===== config.mk =====
export PLATFORM = sky130hd
export DESIGN_NAME = uart_tx_arbiter_flat
export DESIGN_NICKNAME = d
export VERILOG_FILES = /design/src/rtl/uart_tx_arbiter_if.sv /design/src/rtl/uart_tx_arbiter.sv /design/src/flat_wrapper.sv
export SDC_FILE = /design/constraint.sdc
export NUM_CORES = 1
export LEC_CHECK = 0
export ABC_AREA = 1
export ABC_CLOCK_PERIOD_IN_PS = 6600
export CAP_MARGIN = 10
export CORE_AREA = 3 3 257 259
export CTS_CLUSTER_SIZE = 16
export DETAILED_ROUTE_END_ITERATION = 10
export DIE_AREA = 0 0 260 262
export RECOVER_POWER = 100
export REMOVE_ABC_BUFFERS = 1
export SLEW_MARGIN = 20
export SYNTH_ARGS = -nofsm -noshare
export SYNTH_HDL_FRONTEND = slang
export SYNTH_SLANG_ARGS = --single-unit
export TNS_END_PERCENT = 50

===== constraint.sdc =====
create_clock -name clk -period 6.6 [get_ports clk]
set_clock_uncertainty 0.1 [all_clocks]
set_input_delay 1.32 -clock clk [delete_from_list [all_inputs] [get_ports clk]]
set_output_delay 1.32 -clock clk [all_outputs]
set_load 0.05 [all_outputs]

===== src/rtl/uart_tx_arbiter_if.sv =====
// uart_tx_arbiter_if: bundles the requester handshake and the UART transmit
// path that uart_tx_arbiter sits between.
//   req/req_data   : level requests and their frames (requester i in
//                    req_data[i*DATA_W +: DATA_W])
//   grant/done     : one-hot pulses for frame acceptance / completion
//   timeout_err    : pulse when the UART never reported completion
//   busy/owner     : arbiter status (SEND or GAP / current or last owner)
//   tx_en/tx_data  : towards UART en_tx / data_in
//   tx_done        : from UART u_tx_done
// Modports: slave = arbiter side, master = clients + UART side.
interface uart_tx_arbiter_if #(
  parameter int NUM_REQ = 4,
  parameter int DATA_W  = 128
);
  logic [NUM_REQ-1:0]        req;
  logic [NUM_REQ*DATA_W-1:0] req_data;
  logic [NUM_REQ-1:0]        grant;
  logic [NUM_REQ-1:0]        done;
  logic                      timeout_err;
  logic                      busy;
  logic [2:0]                owner;
  logic                      tx_en;
  logic [DATA_W-1:0]         tx_data;
  logic                      tx_done;

  modport slave (
    input  req, req_data, tx_done,
    output grant, done, timeout_err, busy, owner, tx_en, tx_data
  );

  modport master (
    output req, req_data, tx_done,
    input  grant, done, timeout_err, busy, owner, tx_en, tx_data
  );
endinterface


===== src/rtl/uart_tx_arbiter.sv =====
// uart_tx_arbiter: round-robin sharing of one UART transmit path among
// NUM_REQ requesters. One frame at a time: IDLE -> SEND (tx_en held high
// until tx_done or timeout) -> GAP (GAP_CYCLES idle cycles) -> IDLE.
// Ports:
//   clk   : rising-edge clock
//   reset : synchronous, active-high; clears every output and all state
//   bus   : uart_tx_arbiter_if.slave (requests, grant/done, UART side)
module uart_tx_arbiter #(
  parameter int NUM_REQ        = 4,
  parameter int DATA_W         = 128,
  parameter int GAP_CYCLES     = 4,
  parameter int TIMEOUT_CYCLES = 1000000
) (
  input logic              clk,
  input logic              reset,
  uart_tx_arbiter_if.slave bus
);

  localparam int IDX_W = (NUM_REQ > 1) ? $clog2(NUM_REQ) : 1;

  localparam logic [1:0] S_IDLE = 2'd0;
  localparam logic [1:0] S_SEND = 2'd1;
  localparam logic [1:0] S_GAP  = 2'd2;

  localparam logic [NUM_REQ-1:0] ONE = 1;

  logic [1:0]         state;
  logic [2:0]         ptr;
  logic [2:0]         sel;
  logic [31:0]        tcnt;
  logic [31:0]        gcnt;
  logic               tout_hit;
  logic [DATA_W-1:0]  sel_data;

  logic [NUM_REQ-1:0] grant;
  logic [NUM_REQ-1:0] done;
  logic               timeout_err;
  logic               busy;
  logic [2:0]         owner;
  logic               tx_en;
  logic [DATA_W-1:0]  tx_data;

  // First asserted request at or above p, wrapping modulo NUM_REQ.
  function automatic logic [2:0] rr_pick(input logic [NUM_REQ-1:0] r,
                                         input logic [2:0] p);
    logic [2:0] s;
    logic       f;
    int         k;
    s = 3'd0;
    f = 1'b0;
    for (int i = 0; i < NUM_REQ; i++) begin
      k = (int'(p) + i) % NUM_REQ;
      if (!f && r[k[IDX_W-1:0]]) begin
        s = 3'(k);
        f = 1'b1;
      end
    end
    return s;
  endfunction

  function automatic logic [2:0] next_ptr(input logic [2:0] s);
    return 3'((int'(s) + 1) % NUM_REQ);
  endfunction

  assign sel = rr_pick(bus.req, ptr);

  always_comb begin
    sel_data = '0;
    for (int i = 0; i < NUM_REQ; i++) begin
      if (sel == 3'(i)) sel_data = bus.req_data[i*DATA_W +: DATA_W];
    end
  end

  // A zero TIMEOUT_CYCLES disables the stuck-transmitter check entirely.
  assign tout_hit = (TIMEOUT_CYCLES != 0) && (tcnt == 32'(TIMEOUT_CYCLES - 1));

  always_ff @(posedge clk) begin
    if (reset) begin
      state       <= S_IDLE;
      ptr         <= '0;
      tcnt        <= '0;
      gcnt        <= '0;
      grant       <= '0;
      done        <= '0;
      timeout_err <= 1'b0;
      busy        <= 1'b0;
      owner       <= '0;
      tx_en       <= 1'b0;
      tx_data     <= '0;
    end else begin
      // grant/done/timeout_err are single-cycle pulses
      grant       <= '0;
      done        <= '0;
      timeout_err <= 1'b0;
      case (state)
        S_IDLE: begin
          if (|bus.req) begin
            tx_data <= sel_data;
            tx_en   <= 1'b1;
            grant   <= ONE << sel;
            owner   <= sel;
            ptr     <= next_ptr(sel);
            tcnt    <= '0;
            busy    <= 1'b1;
            state   <= S_SEND;
          end
        end
        S_SEND: begin
          // tx_done has priority over a coincident timeout
          if (bus.tx_done) begin
            tx_en <= 1'b0;
            done  <= ONE << owner;
            gcnt  <= 32'(GAP_CYCLES - 1);
            state <= S_GAP;
          end else if (tout_hit) begin
            tx_en       <= 1'b0;
            timeout_err <= 1'b1;
            gcnt        <= 32'(GAP_CYCLES - 1);
            state       <= S_GAP;
          end else begin
            tcnt <= tcnt + 32'd1;
          end
        end
        S_GAP: begin
          if (gcnt == 32'd0) begin
            busy  <= 1'b0;
            state <= S_IDLE;
          end else begin
            gcnt <= gcnt - 32'd1;
          end
        end
        default: state <= S_IDLE;
      endcase
    end
  end

  assign bus.grant       = grant;
  assign bus.done        = done;
  assign bus.timeout_err = timeout_err;
  assign bus.busy        = busy;
  assign bus.owner       = owner;
  assign bus.tx_en       = tx_en;
  assign bus.tx_data     = tx_data;

endmodule


===== src/flat_wrapper.sv =====
// flat-port wrapper written by rule: the top's interface ports become plain ports
module uart_tx_arbiter_flat 
#(
  parameter int NUM_REQ        = 4,
  parameter int DATA_W         = 128,
  parameter int GAP_CYCLES     = 4,
  parameter int TIMEOUT_CYCLES = 1000000
)
  (clk, reset, bus_req, bus_req_data, bus_tx_done, bus_grant, bus_done, bus_timeout_err, bus_busy, bus_owner, bus_tx_en, bus_tx_data);
  uart_tx_arbiter_if #(.NUM_REQ(NUM_REQ), .DATA_W(DATA_W)) bus_i ();
  input logic clk;
  input logic reset;
  input wire logic [$bits(bus_i.req)-1:0] bus_req;
  input wire logic [$bits(bus_i.req_data)-1:0] bus_req_data;
  input wire logic [$bits(bus_i.tx_done)-1:0] bus_tx_done;
  output wire logic [$bits(bus_i.grant)-1:0] bus_grant;
  output wire logic [$bits(bus_i.done)-1:0] bus_done;
  output wire logic [$bits(bus_i.timeout_err)-1:0] bus_timeout_err;
  output wire logic [$bits(bus_i.busy)-1:0] bus_busy;
  output wire logic [$bits(bus_i.owner)-1:0] bus_owner;
  output wire logic [$bits(bus_i.tx_en)-1:0] bus_tx_en;
  output wire logic [$bits(bus_i.tx_data)-1:0] bus_tx_data;
  assign bus_i.req = bus_req;
  assign bus_i.req_data = bus_req_data;
  assign bus_i.tx_done = bus_tx_done;
  assign bus_grant = bus_i.grant;
  assign bus_done = bus_i.done;
  assign bus_timeout_err = bus_i.timeout_err;
  assign bus_busy = bus_i.busy;
  assign bus_owner = bus_i.owner;
  assign bus_tx_en = bus_i.tx_en;
  assign bus_tx_data = bus_i.tx_data;
  uart_tx_arbiter #(.NUM_REQ(NUM_REQ), .DATA_W(DATA_W), .GAP_CYCLES(GAP_CYCLES), .TIMEOUT_CYCLES(TIMEOUT_CYCLES)) u_core (.clk(clk), .reset(reset), .bus(bus_i));
endmodule

### Word level (Yosys, flattened, before mapping)

Cells that the tools add are included.

| storage, ports and cells | value |
|---|---|
| flip-flop bits (word level) | 210 |
| word-level logic and storage cells | 106 |

| cells by class | value |
|---|---|
| add/subtract/negate cells | 6 |
| magnitude comparators | 4 |
| equality and inequality tests | 12 |
| shifts and indexed selects | 2 |
| mux-type cells | 39 |
| bitwise gates (word level) | 7 |
| reductions and logical operators | 25 |

Operators by type and width:

| operator | count |
|---|---|
| $mux W128 | 4 |
| $mux W32 | 6 |
| $pmux W32 S2 | 2 |
| $add A32 B1 Y32 const B | 1 |
| $eq A32 B20 Y1 const B | 1 |
| $logic_not A32 Y1 | 1 |
| $sub A32 B1 Y32 const B | 1 |
| $lt A2 B3 Y1 const B | 4 |
| $mux W1 | 12 |
| $reduce_and A3 Y1 | 4 |
| $mux W2 | 5 |
| $mux W3 | 3 |
| $reduce_or A3 Y1 | 3 |
| $bmux W1 S2 | 4 |
| $shl A1 B3 Y4 const A | 2 |
| $eq A3 B2 Y1 const B | 2 |
| $ne A2 B2 Y1 const B | 3 |
| $pmux W2 S3 | 1 |
| $reduce_bool A2 Y1 | 3 |
| $reduce_or A2 Y1 | 3 |
| $add A2 B1 Y2 const B | 2 |
| $add A2 B2 Y2 const B | 2 |
| $ne A2 B1 Y1 const B | 2 |
| $not A1 Y1 | 4 |
| other kinds (13) | 20 |

### Depth between registers and ports, before layout

Gate-level depths: netlist of the first run.

| depth | value |
|---|---|
| depth after elaboration | 17 |
| mapped depth | 21 |
| mapped depth without buffers | 18 |

### Least setup slack after synthesis of the first run

Ideal clock, no wire load.

| timing | value |
|---|---|
| path type | input to register |
| from | in bus_req[2] |
| to | reg u_core.tx_data[107] (netlist: u_core.bus.tx_data[107]) |
| setup time | 70 ps |
| arrival time | 3,387 ps |
| slack | 3,043 ps |
| stages on the path | 17 |
| path buffers | 2 |
| path through | inv_1 nand2_1 o21ai_0 or2_2 nand3b_1 nand3_1 inv_1 ha_1 inv_1 buf_2 buf_1 nand3_1 nand2_1 o21ai_0 a21oi_1 o21ai_0 a21oi_1 |

| on the way | value |
|---|---|
| longest elaborated chain between the ends | 17 |
| elaborated cells between the ends (all ways) | 31 |
| those cells by class | eq/ne: 3; mux: 19; reduce/logical: 9 |

RTL lines:

| element | line | RTL |
|---|---|---|
| start: declaration | flat_wrapper.sv:13 | `input wire logic [$bits(bus_i.req)-1:0] bus_req;` |
| $bmux W1 S2 | uart_tx_arbiter.sv:53 | `if (!f && r[k[IDX_W-1:0]]) begin` |
| $mux W1 (not written as such) | uart_tx_arbiter.sv:53 |  |
| $mux W1 | uart_tx_arbiter.sv:53 |  |
| $logic_not A1 Y1 | uart_tx_arbiter.sv:53 |  |
| $logic_and A1 B1 Y1 | uart_tx_arbiter.sv:53 |  |
| $mux W1 | uart_tx_arbiter.sv:53 |  |
| $logic_not A1 Y1 | uart_tx_arbiter.sv:53 |  |
| $logic_and A1 B1 Y1 | uart_tx_arbiter.sv:53 |  |
| $mux W1 | uart_tx_arbiter.sv:53 |  |
| $logic_not A1 Y1 | uart_tx_arbiter.sv:53 |  |
| $logic_and A1 B1 Y1 | uart_tx_arbiter.sv:53 |  |
| $mux W3 (*) | uart_tx_arbiter.sv:53 |  |
| named net u_core.sel[1] | uart_tx_arbiter.sv:29 | `logic [2:0] sel;` |
| $logic_not A3 Y1 | uart_tx_arbiter.sv:70 | `if (sel == 3'(i)) sel_data = bus.req_data[i*DATA_W +: DATA_W];` |
| $mux W128 (3 in a row) | uart_tx_arbiter.sv:70 |  |
| $mux W128 (*) | uart_tx_arbiter.sv:70 |  |
| end signal: assignment | uart_tx_arbiter.sv:98 | `tx_data <= sel_data;` |
| end: declaration | uart_tx_arbiter.sv:41 | `logic [DATA_W-1:0] tx_data;` |

The timed path passes the listed nets; every way through them passes the cells marked *. The select of a mux whose other input is x is not followed.
A chain may end at the register's enable or synchronous reset.

### Final worst setup path of the first run

| timing | value |
|---|---|
| from | in bus_req[0] |
| to | reg u_core.tx_data[19] (netlist: u_core.bus.tx_data[19]) |

| on the way | value |
|---|---|
| longest elaborated chain between the ends | 17 |
| elaborated cells between the ends (all ways) | 31 |
| those cells by class | eq/ne: 3; mux: 19; reduce/logical: 9 |

RTL lines:

| element | line |
|---|---|
| $bmux W1 S2 | uart_tx_arbiter.sv:53 |
| $mux W1 (not written as such) | uart_tx_arbiter.sv:53 |
| $mux W1 | uart_tx_arbiter.sv:53 |
| $logic_not A1 Y1 | uart_tx_arbiter.sv:53 |
| $logic_and A1 B1 Y1 | uart_tx_arbiter.sv:53 |
| $mux W1 | uart_tx_arbiter.sv:53 |
| $logic_not A1 Y1 | uart_tx_arbiter.sv:53 |
| $logic_and A1 B1 Y1 | uart_tx_arbiter.sv:53 |
| $mux W1 | uart_tx_arbiter.sv:53 |
| $logic_not A1 Y1 | uart_tx_arbiter.sv:53 |
| $logic_and A1 B1 Y1 | uart_tx_arbiter.sv:53 |
| $mux W3 | uart_tx_arbiter.sv:53 |
| $logic_not A3 Y1 | uart_tx_arbiter.sv:70 |
| $mux W128 (4 in a row) | uart_tx_arbiter.sv:70 |

Parallel ways exist; a longest one is shown, timed or not. The select of a mux whose other input is x is not followed.

==> results of run 1 <==
-- Yosys cell counts (all sizes together) --
master  count
or2         1
buf        60
o21bai      6
a21oi     256
clkbuf    108
nor3       10
o22ai       1
nor2      197
o21ai     172
xnor2       3
nand3     307
inv        77
nor4        6
conb        1
xor2       17
o211ai     97
dfxtp     209
nand4      11
a21boi      2
nand3b      3
ha          6
nand2     620
-- power by group through the flow --
stage	registers, mW	logic (mW)	clock network (mW)
2_1_floorplan	2.50	5.00	0
3_3_place_gp	1.78	8.64	0
3_5_place_dp	1.78	8.69	0
4_1_cts	1.75	8.73	1.71
5_1_grt	1.77	9.43	1.74
6_report	1.74	8.54	1.66
-- worst max-delay path, cell delays in order --
cell and delay (ns):
dlygate4sd3_1 0.55, inv_1 0.05, nand3_1 0.16, nand3_1 0.17
nor2_1 2.03, clkbuf_1 1.11, o211ai_1 0.30, nand2_1 0.12
-- registers in the layout, summed over array words and instances (netlist names) --
name and cells:
u_core.bus.tx_data 128, u_core.bus.done 4, u_core.ptr 2, u_core.bus.timeout_err 1, u_core.bus.grant 4, u_core.bus.tx_en 1, u_core.gcnt 32, u_core.bus.owner 2
u_core.tcnt 32, u_core.bus.busy 1, u_core.state 2
-- layer usage --
metal  wire length [um]  vias up
met1              29300     7719
met2              34900      641
met3               5830      133
met4               2870       14
li1                   -     8425
met5                101        -
-- layout make-up --
cell class	count	area (um2)
multi-input combinational	1716	8080
clock inverter	11	161
tap	855	1070
timing repair buffer	681	6830
fill	6936	42700
inverter	77	304
clock buffer	41	801
sequential	209	4180
antenna	10	25.0
-- kinds of logic (layout without fill, tap and decap cells) --
group / Yosys count / after routing / synth area share
flip-flops: 209 / 209 / 0.315
AO/OA/AOI/OAI: 534 / 534 / 0.223
XOR/XNOR: 20 / 20 / 0.0132
AND/OR/NAND/NOR: 1155 / 1155 / 0.367
buffers and inverters: 245 / 810 / 0.0755
adder cells (fa/ha/maj): 6 / 6 / 0.00566
other: 1 / 11 / 0.000283
-- through the flow --
stage	hold WS, ns	util
after detailed placement	0.350	0.320
after CTS	0.359	0.335
final	0.352	0.335
after global routing	0.374	0.335
after floorplan	0.357	-
after global placement	0.352	0.320
-- worst paths after layout --
check                           slack, ns  depth (start not counted)                                   end                          start
worst max register to register       2.13                         14  u_core.bus.tx_data[116]$_SDFFE_PP0P_     u_core.ptr[0]$_SDFFE_PP0P_
worst min-delay path                 0.35                          2         u_core.bus.tx_en$_SDFFE_PP0P_  u_core.bus.tx_en$_SDFFE_PP0P_
worst min register to register       0.35                          2         u_core.bus.tx_en$_SDFFE_PP0P_  u_core.bus.tx_en$_SDFFE_PP0P_
worst max-delay path                 1.15                          8   u_core.bus.tx_data[19]$_SDFFE_PP0P_                     bus_req[0]
==> results.yml, run 1 <==
drt:
  drt_wl_total_um: 73000
  firstDrtPassIters: 5
  num_vias: 16932
  wl_per_cell_um: 20.3
  antenna_left: 0
  vias_per_cell: 4.70
  drc: 0
  drt_iter0_drc: 1175
run_status:
  violations: "max-capacitance violations, max-slew violations"
  outcome: "finished with violations"
yosys:
  synth_largest_area_cell: "dfxtp_1"
  avgSynthCellArea_um2: 6.11
  ys_seq_area_frac: 0.315
  synth-seq-cells: 209
  yosys.area.top_type_share: 0.315
  syn_area_mm2: 0.0133
  yosysUniqueCellTypes: 34
  yosysWarnings: 0
  synth_area_leaders: "dfxtp_1 32%, nand2_1 17%, nand3_1 11%"
  synthCells: 2170
setup_path:
  worstPathArrival_ns: 5.87
  cp_max_fo: 28
  start_kind: "primary input"
  path_class: "primary input to flop"
  endpoint_kind: "flop"
  required_ns: 7.02
power_and_ir_drop:
  clkPwrFrac: 0.139
  leakagePower_nw: 8.98
  finalPower_mw: 11.9
  p_sw_frac: 0.564
  seqPwrFrac: 0.146
  p_comb_frac: 0.715
  p_int_mw: 5.20
  p_sw_mw: 6.74
  p_per_area_mw_per_mm2: 557
  irDropWorstVdd_uv: 413
final_layout:
  final_cell_mix: "616 x nand2_1, 515 x clkdlybuf4s50_1, 306 x nand3_1"
  drive_gt1_frac: 0.0336
  fin_area_mm2: 0.0215
  fin_cells: 3600
  syn2layout_area_growth_pct: 61.7
  nets: 3239
  mostFrequentLayoutCell: "nand2_1"
timing:
  tightest_slew_ns: 2.75
  fmax_mhz: 184
  layout_min_cycle_time_ns: 5.45
  setup_tns_ns: 0
  rsz0062_at_grt: "no"
  setup_slack_ns: 1.15
  slew_headroom: -0.843
  maxSlewViolCount: 96
  final_hold_viol_count: 0
  setup_violations: 0
  min_period_over_period: 0.825
cts:
  clkTransAtPathRegs_ns: 0.06
  numCtsBuffers: 29
  root_buffer: "clkbuf_16"
  hold_buffers: 0
  clockBufferDepth: 3
  h-tree-depth: 1
  cts_setup_buffers: 0
  cts_resized: 0
  cts_sinks: 209
  worstSkewPairLatency_ns: 0.57
  cts_tree: "done"
place:
  place_area_mm2: 0.0205
  port_buffers: 659
  place_ws_ns: 1.43
  gp_congestion: 0.901
  numPlacedInstances: 3537
  dp_hpwl_um: 53800
grt:
  antenna_found_initial: 19
  met3_usage: 0.0537
  grt_use_met2: 0.332
  grt_max_degree: 195
  grt_pass1_vias: 15836
  grtUsageTotal: 0.200
  use_met1: 0.245
  grt_overflow: 0
  busiest_layer: "met2"
  grt_pass1_wl_um: 103000
die:
  fp.dieW_um: 260
  coreArea_mm2: 0.0641
  ioPinCount: 661
  die_y_um: 262
  start_util: 0.207
  die-area_mm2: 0.0681
  rows: 93
flow_run:
  drv_cap: 2
worst_hold_path:
  hp-class: "flop to flop"
No activity file was read; power rests on OpenSTA's default activity.
==> run 2, diff against run 1 <==
--- a/config.mk
+++ b/config.mk
@@ -6,7 +6,7 @@
 export NUM_CORES = 1
 export LEC_CHECK = 0
 export ABC_AREA = 1
-export ABC_CLOCK_PERIOD_IN_PS = 6600
+export ABC_CLOCK_PERIOD_IN_PS = 5300
 export CAP_MARGIN = 10
 export CORE_AREA = 3 3 257 259
 export CTS_CLUSTER_SIZE = 16
==> constraint.sdc (replaced) <==
create_clock -name clk -period 5.3 [get_ports clk]
set_clock_uncertainty 0.1 [all_clocks]
set_input_delay 1.06 -clock clk [delete_from_list [all_inputs] [get_ports clk]]
set_output_delay 1.06 -clock clk [all_outputs]
set_load 0.05 [all_outputs]
==> results.yml, run 2 (synthesized netlist as in run 1, its figures left out) <==
worst_hold_path:
  hp-class: "flop to flop"
grt:
  grt_max_degree: 195
  grtUsageTotal: 0.197
  grt_overflow: 0
  grt_pass1_wl_um: 101000
  grt_pass1_vias: 15539
  antenna_found_initial: 23
final_layout:
  nets: 3249
  largest_register_ffs: 128
  top_regs: "u_core.bus.tx_data: 128 flops, u_core.gcnt: 32 flops, u_core.tcnt: 32 flops"
  final_cell_mix: "615 x nand2_1, 514 x clkdlybuf4s50_1, 306 x nand3_1"
  syn2layout_area_growth_pct: 62.7
  regArea_mm2: 0.00418
  largest-register: "u_core.bus.tx_data"
  num-fill-cells: 6981
  mostFrequentLayoutCell: "nand2_1"
  multiInputGateArea_mm2: 0.00809
  drive_gt1_frac: 0.0354
drt:
  wl_per_cell_um: 20.1
  drt_wl_total_um: 72300
  drt_iter0_drc: 1253
  antenna_left: 0
  num_vias: 16859
  vias_per_cell: 4.67
  firstDrtPassIters: 7
  drc: 0
place:
  port_buffers: 659
  dp_hpwl_um: 54800
  gp_congestion: 0.887
  place_ws_ns: 0.755
timing:
  fmax_mhz: 218
  setup_slack_ns: 0.718
  layout_min_cycle_time_ns: 4.58
  slew_headroom: -0.513
  tightest_slew_ns: 2.26
  setup_violations: 0
  maxSlewViolCount: 19
  final_hold_viol_count: 0
  min_period_over_period: 0.865
  rsz0062_at_grt: "no"
  setup_tns_ns: 0
  timing.hold.ws_ns: 0.355
power_and_ir_drop:
  leakagePower_nw: 9.03
  p_per_area_mw_per_mm2: 696
  p_sw_mw: 8.33
  irDropWorstVdd_uv: 595
  finalPower_mw: 15.0
  p_int_mw: 6.70
  p_sw_frac: 0.554
  p_comb_frac: 0.723
  seqPwrFrac: 0.145
  clkPwrFrac: 0.132
setup_path:
  required_ns: 5.69
  endpoint_kind: "flop"
  cp_max_fo: 27
  worstPathArrival_ns: 4.97
  path_class: "primary input to flop"
  start_kind: "primary input"
die:
  die-area_mm2: 0.0681
  start_util: 0.207
  fp.dieW_um: 260
  coreArea_mm2: 0.0641
  die_y_um: 262
  rows: 93
  ioPinCount: 661
cts:
  h-tree-depth: 1
  cts_resized: 0
  clockBufferDepth: 3
  worstSkewPairLatency_ns: 0.56
  cts_setup_buffers: 0
  numCtsBuffers: 28
  cts_sinks: 209
  hold_buffers: 0
  root_buffer: "clkbuf_16"
  cts_tree: "done"
  clkTransAtPathRegs_ns: 0.06
run_status:
  violations: "max-capacitance violations, max-slew violations"
  outcome: "finished with violations"
flow_run:
  drv_cap: 1
[run 2: cell count changes in the layout (fill, tap and decap cells not counted), sizes merged]
cell and change:
clkdlybuf4s50 -1, clkbuf +5, dlygate4sd3 +1, buf +7, diode -1, inv -1
clkinv -3
[run 2: stage by stage]
step           instances   util  area [um2]
2_1_floorplan       2002      -       12600
3_3_place_gp        3549  0.323       20700
3_5_place_dp        3549  0.323       20700
4_1_cts             3598  0.338       21600
5_1_grt             3605  0.337       21600
6_report            3607  0.337       21600
[run 2: final cells by class]
cell class / count / area share
clock inverters: 7 / 0.00678
inverters: 77 / 0.0140
well taps: 855 / 0.0496
multi-input cells: 1716 / 0.375
flip-flops and latches: 209 / 0.194
diodes: 9 / 0.00104
repair buffers: 692 / 0.323
clock buffers: 42 / 0.0372
[run 2: routing by layer]
| metal | GRT usage | routed length [um] | vias up |
|---|---|---|---|
| met2 | 0.337 | 35300 | 632 |
| met1 | 0.243 | 29500 | 7680 |
| met3 | 0.0461 | 5200 | 99 |
| li1 | - | - | 8434 |
| met5 | 0 | 97 | - |
| met4 | 0.0638 | 2240 | 14 |
[run 2: worst paths after layout]
check	from	end	slack, ns	cells past startpoint
max reg2reg	u_core.state[0]$_SDFFE_PP0P_	u_core.gcnt[28]$_SDFFE_PP0P_	1.06	9
min	u_core.bus.tx_en$_SDFFE_PP0P_	u_core.bus.tx_en$_SDFFE_PP0P_	0.35	2
max	bus_req[2]	u_core.bus.tx_data[84]$_SDFFE_PP0P_	0.72	20
min reg2reg	u_core.bus.tx_en$_SDFFE_PP0P_	u_core.bus.tx_en$_SDFFE_PP0P_	0.35	2
[run 2: critical path, stage by stage]
cell and delay (ns):
dlygate4sd3_1 0.54, inv_1 0.06, nand2_1 0.05, o21ai_0 0.12, o21ai_0 0.38, nand2_1 0.09
nand2_1 0.07, nand2_1 0.05, nand2_1 0.08, nand2_1 0.17, inv_1 0.23, ha_4 0.41
clkbuf_2 0.72, buf_12 0.24, nand3_1 0.10, nand2_1 0.14, o21ai_0 0.09, nand2_1 0.06
o211ai_1 0.10, nand2_1 0.15
[run 2: power groups by stage]
stage               Clock (mW)  Combinational (mW)  Sequential [mW]
floorplan                    0                6.02             3.11
global route              2.10                12.0             2.22
detailed placement           0                11.0             2.22
global placement             0                11.0             2.22
CTS                       2.05                11.1             2.19
finish                    1.99                10.9             2.18
==> run 3, diff against run 2 <==
--- a/config.mk
+++ b/config.mk
@@ -7,11 +7,12 @@
 export LEC_CHECK = 0
 export ABC_AREA = 1
 export ABC_CLOCK_PERIOD_IN_PS = 5300
-export CAP_MARGIN = 10
+export CAP_MARGIN = 20
 export CORE_AREA = 3 3 257 259
-export CTS_CLUSTER_SIZE = 16
+export CTS_CLUSTER_SIZE = 12
 export DETAILED_ROUTE_END_ITERATION = 10
 export DIE_AREA = 0 0 260 262
+export PLACE_DENSITY_LB_ADDON = 0.1
 export RECOVER_POWER = 100
 export REMOVE_ABC_BUFFERS = 1
 export SLEW_MARGIN = 20
==> results.yml, run 3 (synthesized netlist as in run 1, its figures left out) <==
cts:
  h-tree-depth: 1
  worstSkewPairLatency_ns: 0.56
  cts_resized: 0
  cts_setup_buffers: 0
  root_buffer: "clkbuf_16"
  clockBufferDepth: 3
  hold_buffers: 0
  cts_tree: "done"
  cts_sinks: 209
  numCtsBuffers: 29
  clkTransAtPathRegs_ns: 0.06
timing:
  fmax_mhz: 220
  tightest_slew_ns: 3.18
  min_period_over_period: 0.857
  maxSlewViolCount: 95
  timing.hold.ws_ns: 0.360
  slew_headroom: -1.12
  setup_slack_ns: 0.758
  rsz0062_at_grt: "no"
  setup_violations: 0
  final_hold_viol_count: 0
  layout_min_cycle_time_ns: 4.54
final_layout:
  largest-register: "u_core.bus.tx_data"
  fin_util: 0.337
  fin_area_mm2: 0.0216
  num-fill-cells: 6898
  multiInputGateArea_mm2: 0.00809
  largest_register_ffs: 128
  syn2layout_area_growth_pct: 62.8
  mostFrequentLayoutCell: "nand2_1"
  fin_cells: 3624
  regArea_mm2: 0.00418
  drive_gt1_frac: 0.0392
  top_regs: "u_core.bus.tx_data: 128 flops, u_core.gcnt: 32 flops, u_core.tcnt: 32 flops"
  nets: 3258
  final_cell_mix: "615 x nand2_1, 516 x clkdlybuf4s50_1, 305 x nand3_1"
flow_run:
  drv_cap: 2
setup_path:
  regToRegEndpoint: "u_core.tcnt[5]$_SDFFE_PP0P_"
  crit_path_start: "bus_req[2]"
  endpoint_kind: "flop"
  path_class: "primary input to flop"
  worstPathArrival_ns: 4.89
  path_cells: "dlygate4sd3_1 -> inv_1 -> nand2_1 -> o21ai_0 -> o21ai_0 -> nor2_2 -> nand3b_1 -> nand3_1 -> inv_1 -> ha_1 -> buf_12 -> a21oi_1 -> nand2_1 -> o21ai_0 -> a21oi_1 -> o21ai_0 -> a21oi_1"
  reg2regPathDepth: 10
  reg2reg_from: "u_core.tcnt[0]$_SDFFE_PP0P_"
  endpoint: "u_core.bus.tx_data[114]$_SDFFE_PP0P_"
  cpPeakStageDelay_ns: 0.55
  slowest_stage: "dlygate4sd3_1"
  cpMostUsedCell: "o21ai_0"
  required_ns: 5.64
  cp_max_fo: 86
  start_kind: "primary input"
  rrSetupSlack_ns: 1.05
die:
  die-area_mm2: 0.0681
  start_util: 0.207
  rows: 93
  ioPinCount: 661
  fp.dieW_um: 260
  coreArea_mm2: 0.0641
  die_y_um: 262
drt:
  antenna_left: 0
  drt_wl_total_um: 87000
  num_vias: 17364
  wl_per_cell_um: 24.0
  drc: 0
  firstDrtPassIters: 5
  vias_per_cell: 4.79
  drt_iter0_drc: 1401
grt:
  grt_max_degree: 134
  grtUsageTotal: 0.242
  grt_overflow: 0
  grt_pass1_wl_um: 121000
  grt_pass1_vias: 16542
  antenna_found_initial: 31
place:
  gp_congestion: 0.940
  dp_hpwl_um: 68700
  place_ws_ns: 0.580
  port_buffers: 659
  numPlacedInstances: 3557
  place_area_mm2: 0.0207
worst_hold_path:
  min_from: "u_core.bus.tx_data[125]$_SDFFE_PP0P_"
  hp-class: "flop to flop"
power_and_ir_drop:
  leakagePower_nw: 9.04
  p_per_area_mw_per_mm2: 715
  irDropWorstVdd_uv: 811
run_status:
  violations: "max-capacitance violations, max-slew violations"
  outcome: "finished with violations"
[run 3: cell count changes in the layout (fill, tap and decap cells not counted), sizes merged]
| cell | previous run | this run |
|---|---|---|
| clkinvlp | 1 | 2 |
| bufinv | 4 | 0 |
| diode | 9 | 14 |
| clkinv | 3 | 6 |
| dlygate4sd3 | 144 | 142 |
| clkdlybuf4s50 | 514 | 516 |
| buf | 26 | 33 |
| clkbuf | 50 | 55 |
[run 3: critical path, delay by kind of cell]
family          cells  cell delay (ns)
buf+inv             4             1.16
fa+ha+maj           1             0.38
compound gates      7             1.47
simple gates        5             0.61
[run 3: cell type report]
| class | instances | share of cell area |
|---|---|---|
| Timing Repair Buffer | 700 | 0.325 |
| Tap cell | 855 | 0.0495 |
| Inverter | 77 | 0.0141 |
| Antenna cell | 14 | 0.00162 |
| Sequential cell | 209 | 0.194 |
| Clock buffer | 46 | 0.0393 |
| Clock inverter | 7 | 0.00203 |
| Multi-Input combinational cell | 1716 | 0.375 |
[run 3: stage by stage]
stage | setup TNS (ns) | power [mW]
floorplan | -308.29 | 9.14
global placement | 0 | 13.7
detailed placement | 0 | 13.7
CTS | 0 | 15.7
global route | 0 | 16.8
finish | 0 | 15.4
[run 3: layer usage]
metal  routed length (um)  global-route usage  share of wire
met5                  127                   0         0.0015
met2                40700               0.398           0.47
met3                 7020              0.0654          0.081
met1                37600               0.320           0.43
met4                 1480              0.0444          0.017
[run 3: worst min path at each step]
stage / end / slack (ns) / depth (start not counted)
after floorplan: u_core.gcnt[1]$_SDFFE_PP0P_ / 0.36 / 2
after global placement: u_core.bus.tx_data[108]$_SDFFE_PP0P_ / 0.35 / 2
after detailed placement: u_core.bus.tx_data[108]$_SDFFE_PP0P_ / 0.36 / 2
after CTS: u_core.bus.tx_data[108]$_SDFFE_PP0P_ / 0.36 / 2
after global routing: u_core.bus.tx_data[108]$_SDFFE_PP0P_ / 0.38 / 2
final: u_core.bus.tx_data[125]$_SDFFE_PP0P_ / 0.36 / 2
[run 3: power by group]
group          total (mW)  internal (mW)  switching (mW)
clock network        1.88           1.09           0.786
registers            2.23           1.94           0.292
logic                11.3           3.59            7.74
total                15.4           6.62            8.82
